### config.mk
export PLATFORM = sky130hd
export DESIGN_NAME = tpsram_responder
export DESIGN_NICKNAME = d
export VERILOG_FILES = /design/src/rtl/tpsram_responder.sv
export SDC_FILE = /design/constraint.sdc
export NUM_CORES = 1
export LEC_CHECK = 0
export ABC_CLOCK_PERIOD_IN_PS = 2600
export BUFFER_PORTS_ARGS = -buffer_cell sky130_fd_sc_hd__clkbuf_2
export CAP_MARGIN = 10
export CELL_PAD_IN_SITES_DETAIL_PLACEMENT = 1
export CELL_PAD_IN_SITES_GLOBAL_PLACEMENT = 1
export CORE_MARGIN = 5
export CORE_UTILIZATION = 45
export CTS_BUF_LIST = sky130_fd_sc_hd__clkbuf_2 sky130_fd_sc_hd__clkbuf_4 sky130_fd_sc_hd__clkbuf_8
export DETAILED_ROUTE_END_ITERATION = 8
export PLACE_DENSITY = 0.81
export RECOVER_POWER = 50
export SLEW_MARGIN = 30
export SYNTH_ARGS = -nofsm -noshare
export SYNTH_HDL_FRONTEND = slang
export SYNTH_SLANG_ARGS = --single-unit
### constraint.sdc
create_clock -name clk -period 2.6 [get_ports clk]
set_clock_uncertainty 0.1 [all_clocks]
set_input_delay 0.39 -clock clk [delete_from_list [all_inputs] [get_ports clk]]
set_output_delay 0.39 -clock clk [all_outputs]
set_load 0.03 [all_outputs]
### src/rtl/tpsram_responder.sv
// QSPI/QPI pseudo-SRAM responder: SPI 0x35 enters QPI mode, QPI 0xEB reads, 0x02 writes, 0xF5 exits.
// Optional macro TPSRAM_RESP_PAGEWRAP_EN keeps bursts inside a 1024-byte page.
module tpsram_responder (
  input  logic        clk,
  input  logic        reset,
  input  logic        ps_cs,
  input  logic [3:0]  ps_din,
  output logic [3:0]  ps_dout,
  output logic [3:0]  ps_oe,
  output logic [23:0] mem_addr,
  output logic        mem_re,
  input  logic [7:0]  mem_rdata,
  output logic        mem_we,
  output logic [7:0]  mem_wdata,
  output logic        qpi_mode
);

  typedef enum logic [2:0] {
    IDLE, SCMD, QCMD, QADDR, RWAIT, RDATA, WDATA, IGNORE
  } state_t;

  state_t      state;
  logic [3:0]  k;
  logic [7:0]  cmd;
  logic [23:0] addr;
  logic [3:0]  hi_nib;
  logic [3:0]  lo_nib;
  logic        armed;

  function automatic logic [23:0] next_addr(input logic [23:0] a);
`ifdef TPSRAM_RESP_PAGEWRAP_EN
    next_addr = {a[23:10], a[9:0] + 10'd1};
`else
    next_addr = a + 24'd1;
`endif
  endfunction

  // k only needs to reach 13; in the data phases its LSB tracks the high/low nibble.
  // armed stays low after reset until CS has been seen high once.
  always_ff @(posedge clk or negedge reset) begin
    if (!reset) begin
      state     <= IDLE;
      k         <= 4'd0;
      cmd       <= 8'h00;
      addr      <= 24'h000000;
      hi_nib    <= 4'h0;
      lo_nib    <= 4'h0;
      armed     <= 1'b0;
      ps_dout   <= 4'h0;
      ps_oe     <= 4'h0;
      mem_addr  <= 24'h000000;
      mem_re    <= 1'b0;
      mem_we    <= 1'b0;
      mem_wdata <= 8'h00;
      qpi_mode  <= 1'b0;
    end else begin
      mem_re <= 1'b0;
      mem_we <= 1'b0;
      if (ps_cs) begin
        state <= IDLE;
        k     <= 4'd0;
        ps_oe <= 4'h0;
        armed <= 1'b1;
      end else begin
        k <= k + 4'd1;
        case (state)
          IDLE: begin
            if (!armed) begin
              state <= IGNORE;
            end else if (qpi_mode) begin
              cmd   <= {ps_din, 4'h0};
              state <= QCMD;
            end else begin
              cmd   <= {7'h00, ps_din[0]};
              state <= SCMD;
            end
          end
          SCMD: begin
            cmd <= {cmd[6:0], ps_din[0]};
            if (k == 4'd7) begin
              if ({cmd[6:0], ps_din[0]} == 8'h35) qpi_mode <= 1'b1;
              state <= IGNORE;
            end
          end
          QCMD: begin
            cmd <= {cmd[7:4], ps_din};
            case ({cmd[7:4], ps_din})
              8'hEB, 8'h02: state <= QADDR;
              8'hF5: begin
                qpi_mode <= 1'b0;
                state    <= IGNORE;
              end
              default: state <= IGNORE;
            endcase
          end
          QADDR: begin
            addr <= {addr[19:0], ps_din};
            if (k == 4'd7) state <= (cmd == 8'hEB) ? RWAIT : WDATA;
          end
          RWAIT: begin
            if (k == 4'd12) begin
              mem_re   <= 1'b1;
              mem_addr <= addr;
              addr     <= next_addr(addr);
            end else if (k == 4'd13) begin
              state <= RDATA;
            end
          end
          // The next byte is fetched while the current one is shifted out.
          RDATA: begin
            if (!k[0]) begin
              ps_oe    <= 4'hF;
              ps_dout  <= mem_rdata[7:4];
              lo_nib   <= mem_rdata[3:0];
              mem_re   <= 1'b1;
              mem_addr <= addr;
              addr     <= next_addr(addr);
            end else begin
              ps_dout <= lo_nib;
            end
          end
          WDATA: begin
            if (!k[0]) begin
              hi_nib <= ps_din;
            end else begin
              mem_we    <= 1'b1;
              mem_wdata <= {hi_nib, ps_din};
              mem_addr  <= addr;
              addr      <= next_addr(addr);
            end
          end
          IGNORE: begin
          end
        endcase
      end
    end
  end

endmodule

==> results of run 1 <==
## synth_stat cells (2+ instances only)
cell	n	area [sq um]
nand2_1	112	420
dfrtp_1	88	2200
a21oi_1	50	250
nor2_1	28	105
o21ai_0	19	95.1
nor3_1	18	90.1
nand3_1	15	75.1
buf_2	14	70.1
o22ai_1	14	87.6
mux2_2	12	135
clkbuf_1	10	37.5
inv_1	7	26.3
a22oi_1	6	45.0
and3_1	6	37.5
nand2b_1	6	37.5
nor2b_1	6	37.5
nor4_1	6	37.5
mux2i_1	5	50.1
nand4_1	5	31.3
o21ai_1	5	25.0
a31oi_1	4	25.0
buf_4	4	30.0
ha_1	4	50.1
nand3b_1	4	30.0
o32ai_1	4	35.0
and4_1	3	26.3
o31ai_1	2	15.0
or2_2	2	12.5
or3_1	2	12.5
## critical path, delay by kind of cell, from the launching register on
kind | cells | cell delay, ps
flip-flops | 1 | 540
AND/OR/NAND/NOR | 5 | 1530
## through the flow
step	instances	cell area [sq um]	power, W	util, %
floorplan	483	4340	0.00364	-
global placement	652	4750	0.00421	51.0
detailed placement	652	4750	0.00432	51.0
CTS	668	4980	0.00538	53.4
global route	668	4950	0.00568	53.1
finish	668	4950	0.00532	53.1
## state kept, by name, summed over array words and instances, names as in the netlist
register / flops
addr: 24
mem_addr: 24
cmd: 8
mem_wdata: 8
hi_nib: 4
k: 4
lo_nib: 4
ps_dout: 4
state: 3
armed: 1
mem_re: 1
mem_we: 1
ps_oe: 1
qpi_mode: 1
## cell families after synthesis
group                      count (synthesis)  share of synthesized area (%)
buffers and inverters                     37                           3.98
xor gates and xnor gates                   2                          0.404
adders and majority gates                  4                           1.15
AOI/OAI and AO/OA                        116                           16.2
DFF                                       88                           50.7
and+or+nand+nor                          219                           23.3
muxes                                     17                           4.27
## power breakdown
group | switching [W] | internal [W]
sequential | 0.000492 | 0.00188
combinational | 0.00126 | 0.000626
clock | 0.000510 | 0.000549
total | 0.00226 | 0.00305
## layout make-up
| class | instances | area [sq um] |
|---|---|---|
| Clock inverter | 5 | 81.3 |
| Multi-Input combinational cell | 358 | 1970 |
| Inverter | 7 | 26.3 |
| Timing Repair Buffer | 71 | 384 |
| Sequential cell | 88 | 2200 |
| Tap cell | 129 | 161 |
| Clock buffer | 10 | 131 |
| Fill cell | 1123 | 4370 |
## worst min-delay path by stage
| stage | startpoint | end | slack, ps | depth (start not counted) |
|---|---|---|---|---|
| floorplan | reset | addr[0]$_DFFE_PN0P_ | -6 | 0 |
| global placement | reset | ps_dout[3]$_DFFE_PN0P_ | 210 | 1 |
| detailed placement | reset | ps_dout[0]$_DFFE_PN0P_ | 220 | 1 |
| CTS | mem_rdata[1] | lo_nib[1]$_DFFE_PN0P_ | 150 | 2 |
| global route | mem_rdata[2] | lo_nib[2]$_DFFE_PN0P_ | 150 | 2 |
| finish | mem_rdata[2] | lo_nib[2]$_DFFE_PN0P_ | 160 | 2 |
## timing repair
| item | in CTS | in global routing |
|---|---|---|
| setup buffers | 0 | 0 |
| gates resized for setup | 0 | 0 |
| hold buffers | 1 | 0 |
| hold endpoints to repair | 23 | 0 |
## layer usage
layer | share of wire, % | GRT usage, %
met4 | 1.7 | 7.03
met5 | 0 | 0
met1 | 43 | 27.1
met3 | 3.5 | 3.52
met2 | 52 | 37.4
==> results.md, run 1 <==
- H-tree depth: 3
- Main synth FF type: dfrtp_1
- Reg2reg path depth: 5
- Die Span X: around 110 um
- Ratio of final minimum period to clock period: between 80% and 90%
- Largest net degree at the start of global routing: 66
- DRC marker count from the first detailed-route iteration: approximately 190
- Hold WS: about 160 ps
- IO Pins: between 50 and 60
- Final nets: ~550
- Setup crit end: addr[23]$_DFFE_PN0P_
- Setup TNS: 0 ps
- Area grow syn2layout: 14.1%
- Clock Latency Late Sink: around 360 ps
- Pre-CTS WS: around 330 ps
- Upper clock frequency limit: 0.438 GHz
- Crit Path Class: register to register
- Remaining routing DRC violations: 0
- Crit-path most repeated cell: nor3_1
- GRT Total Usage: between 20% and 30%
- Critical path endpoint category: register
- Register area share after synthesis: between 50% and 60%
- Crit path max fanout: 12
- Asr flop ratio synth: 100%
- Pwr Density: between 1000 and 1500 mW/mm^2
- Avg WL per Cell: 17.7 um
- HPWL after detailed placement: between 8000 and 9000 um
- Number of vias per cell: about 5.8
- Maximum vdd drop: 432 uV
- Sink Count: 88
- CORE AREA: 0.00933 sq mm
- Number of max-cap violations: 0
- Number of synthesized register bits: between 80 and 90
- Initial Util: between 40% and 50%
- # diodes: 0
- Critical path cell sequence: and4_1, nand4_1, or3_1, nor3_1, nor3_1
- Fin crit period: around 2300 ps
- Max incr delay on CP: roughly 540 ps
- Share of layout cells above drive strength 1: ~16%
- Worst slew margin: under 10%
- Mapped Area: approximately 0.0043 sq mm
- PnR worst setup slack: 318 ps
- GPL Wtd Cong: 0.834
- Floorplan row count: 35
- Post-synthesis instance total: around 480
- Most common cell after layout, fill and taps aside: nand2_1
- First-pass GRT wire length: roughly 20000 um
- Number of global-route vias before repair: around 4000
- Hold WC Path Type: input port to register
- Slew Limit Fails: 0
- Static leakage: ~2.2 nW
- Crit path launch: addr[5]$_DFFE_PN0P_
- Status: finished, final reports clean
- Commonest non-fill, non-tap cells in the layout: nand2_1, dfrtp_1, a21oi_1
- Critical R2R Launch: addr[5]$_DFFE_PN0P_
- TritonCTS clock tree: yes
- Initial antenna violation count: 0
- Total grt overflow: 0
- Clk root buf: clkbuf_8
- Die height: 108 um
- Syn avg cell area: roughly 9 sq um
- Worst-Margin Slew: 1400 ps
- Clk slew on worst S/H paths: roughly 90 ps
- Ys Warns: 0
- Routed Antenna Nets: 0
- Worst path arrival time: 2430 ps
- Port Buffers: 57
- Startpoint class of the critical path: register
- R2R setup slack: approximately 320 ps
- Post-synth EDFFs: 0
- Distinct cells, synth: 51
- Reg-to-Reg End: addr[23]$_DFFE_PN0P_
- Critical path's slowest cell: dfrtp_1
- RSZ-0062 raised after global routing: false
- Mapped Nets: approximately 500
- DIE AREA: between 0.01 and 0.015 sq mm
- First-pass iteration count of the detailed router: 4
- WP data required: 2750 ps
- Total CTS buffers: 9
- Drt total wl: 11800 um
- Final Hold Vio Count: 0
- Via count: a little under 4000
- Final setup viols: 0
- Clock buffer depth: 2
Power figures use the tool's default switching activity.
==> run 2, diff against run 1 <==
ABC_AREA = 1   (was not set)
CORE_UTILIZATION = 44   (was 45)
PLACE_DENSITY = 0.82   (was 0.81)
==> results.md, run 2 <==
- Status: finished, violations left
- Failing checks: capacitance limit, slew limit
- H-tree depth: 3 (unchanged)
- GPL Wtd Cong: 0.859 (+3.0%)
- CORE AREA: 0.0104 sq mm (+11%)
- Critical path's slowest cell: dfrtp_1
- Reg2reg path depth: 11 (+6)
- Ranking of synthesized cells by area: dfrtp_1, nand2_1, nand3_1
- Number of synthesized register bits: 88 (unchanged)
- Floorplan row count: 37 (+5.7%)
- Final Hold Vio Count: 0 (unchanged)
- Clk root buf: clkbuf_8
- Mapped Area: 0.00468 sq mm (+7.9%)
- Die Span X: 113 um (+4.6%)
- GRT Total Usage: 21.1% (-0.38 points)
- Reg-to-Reg End: addr[16]$_DFFE_PN0P_
- Worst hold endpoint: lo_nib[2]$_DFFE_PN0P_
- Upper clock frequency limit: 0.467 GHz (+6.5%)
- Crit-path most repeated cell: nor2_1
- Via count: 4215 (+9.6%)
- Final setup viols: 0 (unchanged)
- Remaining routing DRC violations: 0 (unchanged)
- Routed Antenna Nets: 0 (unchanged)
- Hold WC Path Type: input port to register
- TritonCTS clock tree: yes
- Distinct cells, synth: 33 (-35%)
- IO Pins: 58 (unchanged)
- Sink Count: 88 (unchanged)
- HPWL after detailed placement: 9580 um (+14%)
- Area grow syn2layout: 10.8%
- First-pass GRT wire length: 21800 um (+9.5%)
- Met3 wire length: 296 um (-29%)
- Total power draw: 0.00578 W (+8.8%)
- Syn avg cell area: 7.58 sq um (-16%)
- Critical path endpoint category: register
- Max incr delay on CP: 560 ps (+20 ps)
- Share of power burned in registers: 41.8% (-2.7 points)
- RSZ-0062 raised after global routing: false
- Number of max-cap violations: 1 (+1)
- First-pass iteration count of the detailed router: 4 (unchanged)
- Maximum vdd drop: 497 uV (+15%)
- Clock power share: 14.7% (-5.2 points)
- Clock buffer depth: 2 (unchanged)
- Total grt overflow: 0 (unchanged)
- Top Registers: addr (24), mem_addr (24)
- R2R setup slack: 460 ps (+140 ps)
- Slew Limit Fails: 70 (+70)
- Post-synthesis instance total: 618 (+28%)
- Clk slew on worst S/H paths: 90 ps (about the same)
- Register area share after synthesis: 47.0% (-3.7 points)
- Share of layout cells above drive strength 1: 12.4% (-3.5 points)
- WP data required: 2730 ps (-20 ps)
- Asr flop ratio synth: 100% (unchanged)
- Initial Util: 45.2% (-1.4 points)
- Register Area: 0.00220 sq mm (unchanged)
- Final nets: 691 (+25%)
- Setup TNS: 0 ps (unchanged)
- Worst path arrival time: 2270 ps (-160 ps)
- Yosys top cell by area: dfrtp_1
- Ys Warns: 0 (unchanged)
- Worst hold path cell count: 2 (unchanged)
- Most frequent cell after synthesis: nand2_1
- Wl on met1: 5660 um (+11%)
- Critical path cell sequence: inv_2, ha_1, inv_1, nor2_1, nor2_1, nor2_4, nand3_4, buf_4, nor2_1, nand2_1, o21ai_1
- Hold Crit Start: mem_rdata[2]
- Main synth FF type: dfrtp_1
- Power Internal: 0.00301 W (-1.5%)
- Drt total wl: 12900 um (+8.9%)
- Worst slew margin: -5.14% (-12 points)
- DRC marker count from the first detailed-route iteration: 176 (-6.4%)
- Initial antenna violation count: 0 (unchanged)
- Top Layer Used: met4
- Worst-Margin Slew: 1580 ps (+175 ps)
- Crit path max fanout: 24 (+12)
- Share of the synthesized area in the top cell type: 47.0% (-3.7 points)
- Startpoint class of the critical path: register
- Static leakage: 2.45 nW (+10%)
- Metal2 WL: 6720 um (+9.7%)
- Port Buffers: 57 (unchanged)
- Switching Share: 48.0% (+5.4 points)
- Largest net degree at the start of global routing: 70 (+6.1%)
- Post-synth top cells: nand2_1, dfrtp_1, nor2_1
- DIE AREA: 0.0128 sq mm (+9.4%)
- P_sw: 0.00278 W (+23%)
- # Post-CTS Setup Buffers: 0 (unchanged)
- Ratio of final minimum period to clock period: 82.4% (-5.3 points)
- Hold WS: 156 ps (-0.350 ps)
- Critical R2R Launch: k[0]$_DFF_PN0_
- Number of global-route vias before repair: 4517 (+13%)
- Number of vias per cell: 5.19 (-9.8%)
- Most common cell after layout, fill and taps aside: nand2_1
- Commonest non-fill, non-tap cells in the layout: nand2_1, dfrtp_1, nor2_1
- Total CTS buffers: 9 (unchanged)
- Gate power share: 43.5% (+8.0 points)
- Die height: 113 um (+4.6%)
- Mapped Nets: 637 (+27%)
- # diodes: 0 (unchanged)
- Crit Path Class: register to register
- Fin crit period: 2140 ps (-139 ps)
- Clock Latency Late Sink: 360 ps (about the same)
- Fillers: 1343 (+20%)
- Area of the multi-input gates: 0.00213 sq mm (+8.3%)
- Avg WL per Cell: 15.8 um (-10%)
- Hold_buf cts: 0 (-1)
- Post-synth EDFFs: 0 (unchanged)
- Pwr Density: 1110 mW/mm^2 (+3.9%)
- CTS resizes: 0 (unchanged)
[run 2: cell types whose count changed after synthesis, moves of 7 or more]
cell	change
nor3_1	-15
clkbuf_1	-7
o21ai_0	+18
inv_1	+43
o22ai_1	-8
o21ai_1	+15
nand3_1	+42
nand2_1	+83
a21oi_1	-40
nor2_1	+45
[run 2: worst max path at each step]
stage	depth (start not counted)	slack (ps)	to	startpoint
floorplan	12	760	mem_addr[4]$_DFFE_PN0P_	k[0]$_DFF_PN0_
global placement	10	560	addr[5]$_DFFE_PN0P_	k[0]$_DFF_PN0_
detailed placement	11	480	addr[16]$_DFFE_PN0P_	k[0]$_DFF_PN0_
CTS	10	460	addr[5]$_DFFE_PN0P_	k[0]$_DFF_PN0_
global route	3	180	cmd[1]$_DFFE_PN0P_	reset
finish	11	460	addr[16]$_DFFE_PN0P_	k[0]$_DFF_PN0_
[run 2: power groups by stage]
stage	clock network [W]	logic (W)	registers (W)
after CTS	0.000876	0.00258	0.00242
after global routing	0.000939	0.00280	0.00251
final	0.000853	0.00252	0.00242
after floorplan	0	0.00142	0.00277
after global placement	0	0.00246	0.00240
after detailed placement	0	0.00257	0.00244
[run 2: area by class of cell]
class / count / area share (%)
clock buffers: 11 / 2.68
multi-input cells: 454 / 41.1
repair buffers: 64 / 6.15
clock inverters: 4 / 0.434
inverters: 55 / 3.98
well taps: 136 / 3.28
flip-flops and latches: 88 / 42.4
[run 2: routing by layer]
layer	vias to the layer above	global-route usage [%]
li1	2092	-
met1	2056	26.2
met2	51	37.5
met3	16	2.94
met4	0	6.97
met5	-	0
[run 2: critical path, delay by kind of cell, from the launching register on]
kind / cells / cell delay (ps)
buffers and inverters: 3 / 500
AND/OR/NAND/NOR: 6 / 530
AO/OA/AOI/OAI: 1 / 70
adder cells (fa/ha/maj): 1 / 230
flip-flops: 1 / 560
[run 2: logic make-up after synthesis]
| logic type | count (synthesis) | synth area share (%) |
|---|---|---|
| adders and majority gates | 4 | 1.07 |
| AOI/OAI and AO/OA | 83 | 9.59 |
| and+or+nand+nor | 353 | 31.7 |
| buffers and inverters | 76 | 7.51 |
| DFF | 88 | 47.0 |
| muxes | 9 | 2.16 |
| xor gates and xnor gates | 5 | 0.935 |
[run 2: stage by stage]
step / cells / setup slack, ps / utilization [%] / area (sq um)
2_1_floorplan: 618 / 764 / - / 4680
3_3_place_gp: 796 / 562 / 48.7 / 5050
3_5_place_dp: 796 / 484 / 48.7 / 5050
4_1_cts: 811 / 458 / 50.3 / 5220
5_1_grt: 812 / 179 / 50.0 / 5190
6_report: 812 / 457 / 50.0 / 5190
==> run 3, diff against run 2 <==
ABC_CLOCK_PERIOD_IN_PS = 1890   (was 2600)
CORE_UTILIZATION = 40   (was 44)
PLACE_DENSITY = 0.79   (was 0.82)
clock period = 1.89 ns   (was 2.6 ns; I/O delays follow)
==> results.md, run 3 (same netlist as run 2, synthesis figures left out) <==
- Area after DPL: 0.00524 sq mm (+3.6%)
- Die height: 118 um (+4.5%)
- Final nets: 707 (+2.3%)
- Status: finished, final reports clean
- Setup crit end: addr[10]$_DFFE_PN0P_
- First-pass GRT wire length: 21700 um (-0.47%)
- Initial antenna violation count: 0 (unchanged)
- Commonest non-fill, non-tap cells in the layout: nand2_1, dfrtp_1, nor2_1
- Static leakage: 2.61 nW (+6.5%)
- Maximum vdd drop: 658 uV (+32%)
- Clock buffer depth: 2 (unchanged)
- Hold WC Path Type: input port to register
- Die Span X: 118 um (+4.5%)
- Non-Filler Instances: 836 (+3.0%)
- Port Buffers: 57 (unchanged)
- DIE AREA: 0.0140 sq mm (+9.1%)
- Floorplan row count: 39 (+5.4%)
- Total grt overflow: 0 (unchanged)
- Reg-to-Reg End: addr[10]$_DFFE_PN0P_
- Clock power share: 15.8% (+1.1 points)
- Fin crit period: 1790 ps (-355 ps)
- Ratio of final minimum period to clock period: 94.6% (+12 points)
- First-pass iteration count of the detailed router: 4 (unchanged)
- Avg WL per Cell: 15.6 um (-1.5%)
- Via count: 4348 (+3.2%)
- Clk slew on worst S/H paths: 90 ps (about the same)
- Routed Antenna Nets: 0 (unchanged)
- Largest net degree at the start of global routing: 49 (-30%)
- Critical R2R Launch: k[0]$_DFF_PN0_
- Gate power share: 43.8% (+0.3 points)
- Switching Share: 46.9% (-1.2 points)
- Clk root buf: clkbuf_8
- Slew Limit Fails: 0 (-100%)
- Number of max-cap violations: 0 (-1)
- Area grow syn2layout: 16.5%
- WP data required: 2090 ps (-640 ps)
- TritonCTS clock tree: yes
- Share of layout cells above drive strength 1: 16.9% (+4.5 points)
- Number of vias per cell: 5.20 (+0.19%)
- Pwr Density: 1510 mW/mm^2 (+35%)
- Worst path arrival time: 1990 ps (-280 ps)
- GPL Wtd Cong: 0.849 (-1.1%)
- Top Registers: addr (24), mem_addr (24)
- Total CTS buffers: 9 (unchanged)
- P_sw: 0.00386 W (+39%)
- Final Hold Vio Count: 0 (unchanged)
- Area of all placed cells without fillers: 0.00546 sq mm (+5.2%)
- Sink Count: 88 (unchanged)
- Power Internal: 0.00437 W (+45%)
- Crit Path Class: register to register
- Clock Latency Late Sink: 380 ps (+20 ps)
- Worst-Margin Slew: 874 ps (-703 ps)
- Upper clock frequency limit: 0.559 GHz (+20%)
- CORE AREA: 0.0115 sq mm (+11%)
- Number of global-route vias before repair: 4538 (+0.46%)
- Initial Util: 40.9% (-4.3 points)
- Critical path endpoint category: register
- # diodes: 0 (unchanged)
- GRT Total Usage: 18.9% (-2.2 points)
- Worst slew margin: 41.7% (+47 points)
- DRC marker count from the first detailed-route iteration: 154 (-13%)
- # Post-CTS Setup Buffers: 0 (unchanged)
- Remaining routing DRC violations: 0 (unchanged)
- H-tree depth: 3 (unchanged)
- Dpl cells: 818 (+2.8%)
- Most common cell after layout, fill and taps aside: nand2_1
- Drt total wl: 13100 um (+1.5%)
- Reg2reg path depth: 11 (unchanged)
- Final setup viols: 0 (unchanged)
- Share of power burned in registers: 40.4% (-1.4 points)
- Crit path max fanout: 21 (-13%)
- HPWL after detailed placement: 9790 um (+2.2%)
- R2R setup slack: 100 ps (-360 ps)
- IO Pins: 58 (unchanged)
- Crit path launch: k[0]$_DFF_PN0_
- Startpoint class of the critical path: register
==> run 3: changes by cell type in the layout (fill, tap and decap cells not counted), moves of 3 or more <==
cell / delta
nor2_1: -3
clkbuf_2: +11
buf_4: +10
buf_12: +5
clkbuf_1: -11
nor2_2: +3
==> run 3: timing repair <==
| item | in CTS | in global routing |
|---|---|---|
| endpoints found under the setup margin | 0 | 34 |
| hold endpoints to repair | 32 | 0 |
| gates resized for setup | 0 | 6 |
| hold buffers | 1 | 0 |
==> run 3: stage by stage <==
| stage | hold WS (ps) | setup TNS, ps | total power, W | util (%) | worst slack, ps |
|---|---|---|---|---|---|
| after global routing | 33.4 | -205 | 0.00887 | 47.6 | -45.1 |
| after CTS | 20.7 | 0 | 0.00831 | 47.4 | 87.9 |
| after detailed placement | 171 | 0 | 0.00699 | 45.7 | 131 |
| final | 40.0 | 0 | 0.00823 | 47.6 | 102 |
| after global placement | 165 | 0 | 0.00681 | 45.7 | 160 |
| after floorplan | -112 | 0 | 0.00577 | - | 53.9 |
==> run 3: area by class of cell <==
cell class | count | area, sq um
clock inverter | 7 | 62.6
inverter | 55 | 206
tap | 143 | 179
fill | 1460 | 6010
clock buffer | 9 | 124
sequential | 88 | 2200
timing repair buffer | 80 | 536
multi-input combinational | 454 | 2150
==> run 3: worst min-delay path by stage <==
stage	from	to	slack (ps)	cells after the start
2_1_floorplan	reset	addr[0]$_DFFE_PN0P_	-110	0
3_3_place_gp	reset	mem_addr[2]$_DFFE_PN0P_	160	1
3_5_place_dp	reset	mem_addr[6]$_DFFE_PN0P_	170	1
4_1_cts	mem_rdata[0]	lo_nib[0]$_DFFE_PN0P_	20	2
5_1_grt	mem_rdata[1]	lo_nib[1]$_DFFE_PN0P_	30	2
6_report	mem_rdata[0]	lo_nib[0]$_DFFE_PN0P_	40	2
==> run 3: power by group through the flow <==
stage	combinational, W	clock (W)	sequential [W]
after floorplan	0.00196	0	0.00382
after CTS	0.00365	0.00134	0.00332
after global routing	0.00402	0.00141	0.00344
final	0.00361	0.00130	0.00332
after global placement	0.00350	0	0.00331
after detailed placement	0.00364	0	0.00335
==> run 3: critical path: stages, from the launching register on <==
cell	delay (ps)
dfrtp_2	460
inv_2	80
ha_1	150
inv_1	50
nor2_2	120
nor2_1	80
nor2_4	140
nand3_4	100
inv_2	110
buf_12	160
nand3_1	80
o21ai_1	90
==> run 3: metal layers <==
metal	GRT usage, %	wire [um]	up-vias
li1	-	-	2131
met1	22.5	5760	2118
met2	33.3	6550	69
met3	3.44	373	30
met4	8.10	365	0
met5	0	0	-
